`src/rtl/if_id_ctrl.sv`:
```
// IF/ID pipeline register owner: latches fetched instructions, injects NOP bubbles, gates the PC write.
// Optional bubble performance counter enabled by defining IF_ID_PERF_CNT_EN.
module if_id_ctrl #(
    parameter int          FLUSH_CYCLES = 1,
    parameter int          MAX_STALL    = 15,
    parameter logic [15:0] NOP_INSTR    = 16'h0800
) (
    input  logic        clk_i,
    input  logic        rst_i,
    input  logic [15:0] fetch_instr_i,
    input  logic [15:0] fetch_pc_nxt_i,
    input  logic        nop_req_i,
    input  logic        stall_req_i,
    input  logic        flush_req_i,
    output logic        pc_we_o,
    output logic [15:0] id_instr_o,
    output logic [15:0] id_pc_nxt_o,
    output logic        id_valid_o,
    output logic        stall_err_o,
    output logic [15:0] bubble_cnt_o
);

    localparam int SW = $clog2(MAX_STALL + 1);
    localparam int FW = (FLUSH_CYCLES > 1) ? $clog2(FLUSH_CYCLES + 1) : 1;

    typedef enum logic [1:0] {
        RUN   = 2'd0,
        STALL = 2'd1,
        FLUSH = 2'd2
    } state_t;

    state_t        state_q, state_d;
    logic [15:0]   instr_q, instr_d;
    logic [15:0]   pc_q, pc_d;
    logic          valid_q, valid_d;
    logic          err_q, err_d;
    logic [SW-1:0] scnt_q, scnt_d;
    logic [FW-1:0] fcnt_q, fcnt_d;
    logic          pc_we_c;

    always_comb begin
        state_d = state_q;
        instr_d = NOP_INSTR;
        pc_d    = pc_q;
        valid_d = 1'b0;
        err_d   = err_q;
        scnt_d  = scnt_q;
        fcnt_d  = fcnt_q;
        pc_we_c = 1'b1;
        if (flush_req_i) begin
            pc_d   = fetch_pc_nxt_i;
            scnt_d = '0;
            if (FLUSH_CYCLES == 1) begin
                state_d = RUN;
                fcnt_d  = '0;
            end else begin
                state_d = FLUSH;
                fcnt_d  = FW'(FLUSH_CYCLES - 1);
            end
        end else begin
            case (state_q)
                FLUSH: begin
                    // requests other than flush are ignored until the bubble train ends
                    pc_d = fetch_pc_nxt_i;
                    if (fcnt_q <= FW'(1)) begin
                        state_d = RUN;
                        fcnt_d  = '0;
                    end else begin
                        fcnt_d = fcnt_q - FW'(1);
                    end
                end
                RUN, STALL: begin
                    if (stall_req_i) begin
                        pc_we_c = 1'b0;
                        state_d = STALL;
                        if (scnt_q == SW'(MAX_STALL)) begin
                            err_d = 1'b1;
                        end else begin
                            scnt_d = scnt_q + SW'(1);
                        end
                    end else begin
                        state_d = RUN;
                        scnt_d  = '0;
                        pc_d    = fetch_pc_nxt_i;
                        if (!nop_req_i) begin
                            instr_d = fetch_instr_i;
                            valid_d = 1'b1;
                        end
                    end
                end
                default: begin
                    pc_we_c = 1'b0;
                    state_d = RUN;
                end
            endcase
        end
    end

    assign pc_we_o = rst_i ? 1'b0 : pc_we_c;

    always_ff @(posedge clk_i) begin
        if (rst_i) begin
            state_q <= RUN;
            instr_q <= NOP_INSTR;
            pc_q    <= '0;
            valid_q <= 1'b0;
            err_q   <= 1'b0;
            scnt_q  <= '0;
            fcnt_q  <= '0;
        end else begin
            state_q <= state_d;
            instr_q <= instr_d;
            pc_q    <= pc_d;
            valid_q <= valid_d;
            err_q   <= err_d;
            scnt_q  <= scnt_d;
            fcnt_q  <= fcnt_d;
        end
    end

`ifdef IF_ID_PERF_CNT_EN
    logic [15:0] bcnt_q;

    always_ff @(posedge clk_i) begin
        if (rst_i) begin
            bcnt_q <= '0;
        end else if (!valid_d && bcnt_q != 16'hFFFF) begin
            bcnt_q <= bcnt_q + 16'd1;
        end
    end

    assign bubble_cnt_o = bcnt_q;
`else
    assign bubble_cnt_o = 16'h0000;
`endif

    assign id_instr_o  = instr_q;
    assign id_pc_nxt_o = pc_q;
    assign id_valid_o  = valid_q;
    assign stall_err_o = err_q;

endmodule

```
`config.mk`:
```
export PLATFORM = sky130hd
export DESIGN_NAME = if_id_ctrl
export DESIGN_NICKNAME = d
export VERILOG_FILES = /design/src/rtl/if_id_ctrl.sv
export SDC_FILE = /design/constraint.sdc
export NUM_CORES = 1
export LEC_CHECK = 0
export CORE_UTILIZATION = 25
export CTS_CLUSTER_SIZE = 40
export DETAILED_ROUTE_END_ITERATION = 12
export SYNTH_ARGS = -nofsm -noshare
export SYNTH_HDL_FRONTEND = slang
export SYNTH_SLANG_ARGS = --single-unit
```
`constraint.sdc`:
```
create_clock -name clk_i -period 1.5 [get_ports clk_i]
set_input_delay 0.375 -clock clk_i [delete_from_list [all_inputs] [get_ports clk_i]]
set_output_delay 0.375 -clock clk_i [all_outputs]
set_load 0.05 [all_outputs]
```
== Word level (Yosys, flattened, before mapping) ==
Index checks and enable logic that the tools add are counted.
Word-level totals
  register bits after elaboration: 41
  input port bits: 37
  output and inout bits: 51
  logic and storage cells: 41
Operators by class
  $add $sub $neg: 2
  magnitude comparators: 1
  equal/unequal tests: 6
  multiplexer cells: 14
  bitwise gates (word level): 2
  reductions and logical operators: 9
Operators by type and width (number)
  two-way mux 16 bit: 2
  case mux 16 bit (2 select lines): 1
  two-way mux 4 bit: 2
  two-way mux 1 bit: 6
  OR reduction 5 bit: 1
  adder 4 x 1 -> 4 bit, second input constant: 1
  equality test 4 bit, second input constant: 1
  inequality test 2 bit, second input constant: 2
  case mux 2 bit (2 select lines): 1
  AND reduction 2 bit: 2
  AND reduction 4 bit: 1
  OR reduction 2 bit: 2
  OR reduction 4 bit: 1
  inequality test 3 bit, second input constant: 1
  nonzero test 3 bit: 1
  equality test 2 x 1 -> 1 bit, second input constant: 1
  equality test 2 bit, second input constant: 1
  zero test 2 bit: 1
  two-way mux 2 bit: 1
  NOT 1 bit: 2
  case mux 1 bit (2 select lines): 1
  <= comparator 1 bit, second input constant: 1
  subtractor 1 bit, second input constant: 1

== Depth between registers and ports, before layout ==
  depth in word-level cells: 5
  mapped depth: 5
  depth with buffers taken out: 4

== Least setup slack after synthesis ==
No wires, ideal clock.
  path type: in2out
  from: in stall_req_i
  to: out pc_we_o
  data arrival time: 1.412 ns
  required time: 1.125 ns
  path slack: -0.287 ns
  stages on the path: 4
  path buffers: 2
  cells stage by stage: nor2b_1 buf_4 buf_6 nor2_1
Between the ends
  cells in the longest elaborated chain, start to end: 4
RTL lines
  from (decl): RTL line 13  | input logic stall_req_i,
  two-way mux 1 bit: RTL line 73  | if (stall_req_i) begin
  case mux 1 bit (2 select lines): RTL line 61  | case (state_q)
  two-way mux 1 bit: RTL line 50  | if (flush_req_i) begin
  two-way mux 1 bit: RTL line 99  | assign pc_we_o = rst_i ? 1'b0 : pc_we_c;
  to (decl): RTL line 15  | output logic pc_we_o,
No other way between the ends.

== Worst setup path in the final report ==
Ends and elaborated chain as after synthesis.

==> results <==
- The count of vias placed by the detailed router is approximately 1.2k.
- The total power per unit cell area is 899 nW/um^2.
- Port buffering added 71 buffers.
- The via count of the first global-routing pass was 1,145.
- The clock transition at the registers of the reported paths is approximately 0.070 ns.
- The worst setup path is launched from an input port.
- Overall power consumption after layout is estimated at about 2.3 mW.
- After detailed routing, the average wire length per cell comes to between 10 and 15 um.
- After floorplanning, the core was divided into 26 placement rows.
- The worst setup path is captured at a primary output.
- The number of optimization iterations in the first detailed-route pass is 4.
- The number of clock sinks is 38.
- The HPWL reported at the end of detailed placement is 2450 um.
- The number of nets with antenna violations after detailed routing is 0.
- The end point of the critical path is pc_we_o.
- Using the TritonRoute via totals, the vias-per-cell ratio works out to 3.94.
- For this run, design rule violations remaining after detail routing come to 0.
- TritonCTS built the clock tree.
- The number of library cell types mapped by synthesis is 23.
- The worst clock skew on the final layout is 0.00190 ns.
- The first global-routing pass estimated 5180 um of wire.
- The type of the worst setup path is input port to primary output.
- In this run the horizontal extent of the chip is 76.2 um.
- The most used routing layer in global routing is met2.
- With fillers left out, the area of the finished cells amounts to 2610 sq um.
- The number of max-slew violations in the final report came to 0.
- The required time of the worst setup path is 1.12 ns.
- The number of maximum-capacitance violations is 0.
- The register bit total from synthesis is 38.
- The all-layer global routing usage is 11.6%.
- The predominant post-synthesis flop cell is sky130_fd_sc_hd__dfxtp_1.
- In this run, CTS created clock tree buffers numbering 5.
- The die outline area is 5810 sq um.
- The number of antenna cells inserted is 0.
- The starting utilization of the core area is 26.4%.
- The largest net degree at the start of global routing is 21.
- OpenSTA, run right after detailed placement, puts the worst setup slack at -0.243 ns.
- The reported leakage power is 1.09 nW.
- The top fanout value on the critical path is 2.
- The critical path starts at stall_req_i.
- The worst flop-to-flop path startpoint is scnt_q[0].
- After detailed placement, the total cell area comes to ~2500 sq um.
- For this run, global-route usage on met3 was measured as 6.95%.
- The initial antenna violation count is 0.
- The worst-case IR drop observed on VDD is 536 uV.
- Setup repair after global routing left no endpoint under its margin.
- The setup slack after layout is 0.0517 ns.
- The share of the Yosys chip area taken by registers is 55.3%.
- The clock period minus final worst setup slack is 1.45 ns.
- In this run the standard cell core region covers roughly 5200 sq um.
- The placer's final routability congestion estimate is 0.734.
- Setup violations remaining at the end of the flow were counted as 0.
- The main combinational cell family by area after synthesis is simple AND/OR/NAND/NOR gates.
- Of the total synthesized cell area, the portion taken by full adders, half adders and majority gates is less than 1%.
- The share of cells above drive strength 1 is 25.1%.
- The cell at the root of the clock tree is sky130_fd_sc_hd__clkbuf_8.
- The clock latency on the worst-skew pair is 0.29 ns.
- The met2 routing resource usage after global routing is 18.5%.
- The number of primary I/O pins is around 90.
- The total instance count after detailed placement is roughly 290.
- The simple-gate share of the synthesized area is 21.6%.
- The endpoint identified for the worst register-to-register timing path is scnt_q[3].
- At the worst endpoint, the arrival time is around 1.1 ns.
- The setup TNS is 0 ns.
- The xor/xnor cell area share of the yosys netlist is 0.636%.
- Final hold analysis gives a worst-case slack of 0.487 ns.
- The run finished with clean final reports.
- In this run, synthesis inferred 0 flip-flops with an integrated enable.
- The number of endpoints with negative hold slack in the final report is 0.
- The layout overhead on the synthesized area is 89.7%.
- For met1 alone, demand over resource in global routing was between 10% and 20%.
- For this run, the top clock speed supported by timing is 690 MHz.
- The number of H-tree levels is 2.
- The average footprint of a synthesized cell is around 9.5 sq um.
- Counting every instance in the synthesized netlist gives 145.
- Summing the areas of all compound-gate instances in the mapped netlist gives 8.36% of the synthesized area.
- Summed over all layers, the global routing overflow is 0.
- The Yosys step of the flow raised 0 warnings.
- After synthesis, the share of flip-flops with an asynchronous set or reset is 0%.
- The mux cell area share after synthesis is 0.727%.
- The internal reg-to-reg setup slack is slightly above 0.3 ns.
- Summing every instance area after synthesis gives 1380 sq um.
- The number of cell instances on the worst register-to-register path is 3.
- The net count reported at finish is 264.
- The non-filler instance count after layout is 297.
- At the end of the flow the core is filled with cells to between 50 and 60%.
- No sink is reached through more buffers than the 2 on the longest clock path.
- The worst path uses 96.6% of the clock period.
- The DRC marker count from the first detailed-route iteration is 42.
- From bottom edge to top edge, the die measures 76.2 um.
- The total wire length is 3210 um.
- The path category of the worst min-delay check is register to register.
-- cells in the mapped netlist, types with 2 or more instances --
cell type,n,area [sq um]
sky130_fd_sc_hd__buf_2,2,10.0
sky130_fd_sc_hd__buf_4,17,128
sky130_fd_sc_hd__clkbuf_1,2,7.51
sky130_fd_sc_hd__buf_6,2,22.5
sky130_fd_sc_hd__and2_1,15,93.8
sky130_fd_sc_hd__dfxtp_1,38,761
sky130_fd_sc_hd__nand2_1,32,120
sky130_fd_sc_hd__nand3_1,2,10.0
sky130_fd_sc_hd__nand2b_1,2,12.5
sky130_fd_sc_hd__a21oi_1,16,80.1
sky130_fd_sc_hd__nor3_1,3,15.0
sky130_fd_sc_hd__nor2_1,3,11.3
-- final cells by class --
class	instances	area, sq um
fill	480	2590
sequential	38	761
clock inverter	1	5.00
timing repair buffer	82	1150
tap	70	87.6
multi-input combinational	99	519
clock buffer	7	86.3
-- cell usage in the layout, fill, tap and decap left out --
cell type | Yosys | layout
sky130_fd_sc_hd__a2111oi_2 | 1 | 1
sky130_fd_sc_hd__a21oi_1 | 16 | 16
sky130_fd_sc_hd__a31oi_1 | 1 | 1
sky130_fd_sc_hd__a41oi_1 | 1 | 1
sky130_fd_sc_hd__and2_1 | 15 | 15
sky130_fd_sc_hd__buf_12 | 0 | 35
sky130_fd_sc_hd__buf_4 | 17 | 9
sky130_fd_sc_hd__buf_6 | 2 | 1
sky130_fd_sc_hd__buf_8 | 0 | 1
sky130_fd_sc_hd__clkbuf_1 | 2 | 1
sky130_fd_sc_hd__clkbuf_8 | 0 | 6
sky130_fd_sc_hd__clkdlybuf4s15_1 | 0 | 1
sky130_fd_sc_hd__clkdlybuf4s50_1 | 0 | 33
sky130_fd_sc_hd__clkinv_2 | 0 | 1
sky130_fd_sc_hd__conb_1 | 1 | 16
sky130_fd_sc_hd__dfxtp_1 | 38 | 38
sky130_fd_sc_hd__dlygate4sd2_1 | 0 | 2
sky130_fd_sc_hd__ha_1 | 1 | 1
sky130_fd_sc_hd__mux2i_1 | 1 | 1
sky130_fd_sc_hd__nand2_1 | 32 | 32
sky130_fd_sc_hd__nand2b_1 | 2 | 2
sky130_fd_sc_hd__nand3_1 | 2 | 2
sky130_fd_sc_hd__nand3b_1 | 1 | 1
sky130_fd_sc_hd__nor2_1 | 3 | 2
sky130_fd_sc_hd__nor2_4 | 0 | 1
sky130_fd_sc_hd__nor2b_4 | 0 | 1
sky130_fd_sc_hd__nor3_1 | 3 | 3
sky130_fd_sc_hd__nor4_4 | 1 | 1
sky130_fd_sc_hd__o21ai_0 | 1 | 1
sky130_fd_sc_hd__xnor2_1 | 1 | 1
-- per-layer routing --
metal  vias to the layer above  share of wire (%)
li1                        591                  -
met1                       520                 39
met2                        54                 49
met3                         4                 11
met4                         0               0.87
met5                         -                  0
-- logic make-up after synthesis --
logic type / count (synthesis)
xor gates and xnor gates: 1
and+or+nand+nor: 60
AOI/OAI and AO/OA: 20
DFF: 38
buffers and inverters: 23
other: 1
muxes: 1
adders and majority gates: 1
-- state kept, by name (all words and copies together) (netlist names) --
name and count:
id_instr_o 16, id_pc_nxt_o 16, scnt_q 4, id_valid_o 1, stall_err_o 1
-- what timing repair did --
item                       CTS  global route
setup buffers                1             0
setup endpoints to repair    1             1
hold endpoints to repair     0             0
gates resized for setup      6             3
pin swaps                    0             1
hold buffers                 0             0
gates cloned                 0             0
-- power breakdown --
group / switching, mW / leakage [nW] / internal, mW
Clock: 0.343 / 0.0482 / 0.371
Sequential: 0.0350 / 0.311 / 1.04
Combinational: 0.297 / 0.730 / 0.256
Total: 0.675 / 1.09 / 1.67
-- how the worst min path moves through the flow --
stage / startpoint / end / slack [ns] / cells past startpoint
floorplan: rst_i / scnt_q[3] / 0.45 / 1
global placement: id_pc_nxt_o[8] / id_pc_nxt_o[8] / 0.48 / 2
detailed placement: id_pc_nxt_o[15] / id_pc_nxt_o[15] / 0.48 / 2
CTS: id_pc_nxt_o[15] / id_pc_nxt_o[15] / 0.49 / 2
global route: id_pc_nxt_o[15] / id_pc_nxt_o[15] / 0.51 / 2
finish: id_pc_nxt_o[12] / id_pc_nxt_o[12] / 0.49 / 2
-- worst max-delay path, cell delays in order --
cell,delay [ns]
sky130_fd_sc_hd__clkdlybuf4s15_1,0.19
sky130_fd_sc_hd__nor2b_4,0.13
sky130_fd_sc_hd__buf_6,0.12
sky130_fd_sc_hd__nor2_4,0.10
sky130_fd_sc_hd__buf_8,0.15
No activity file was read; power rests on OpenSTA's default activity.
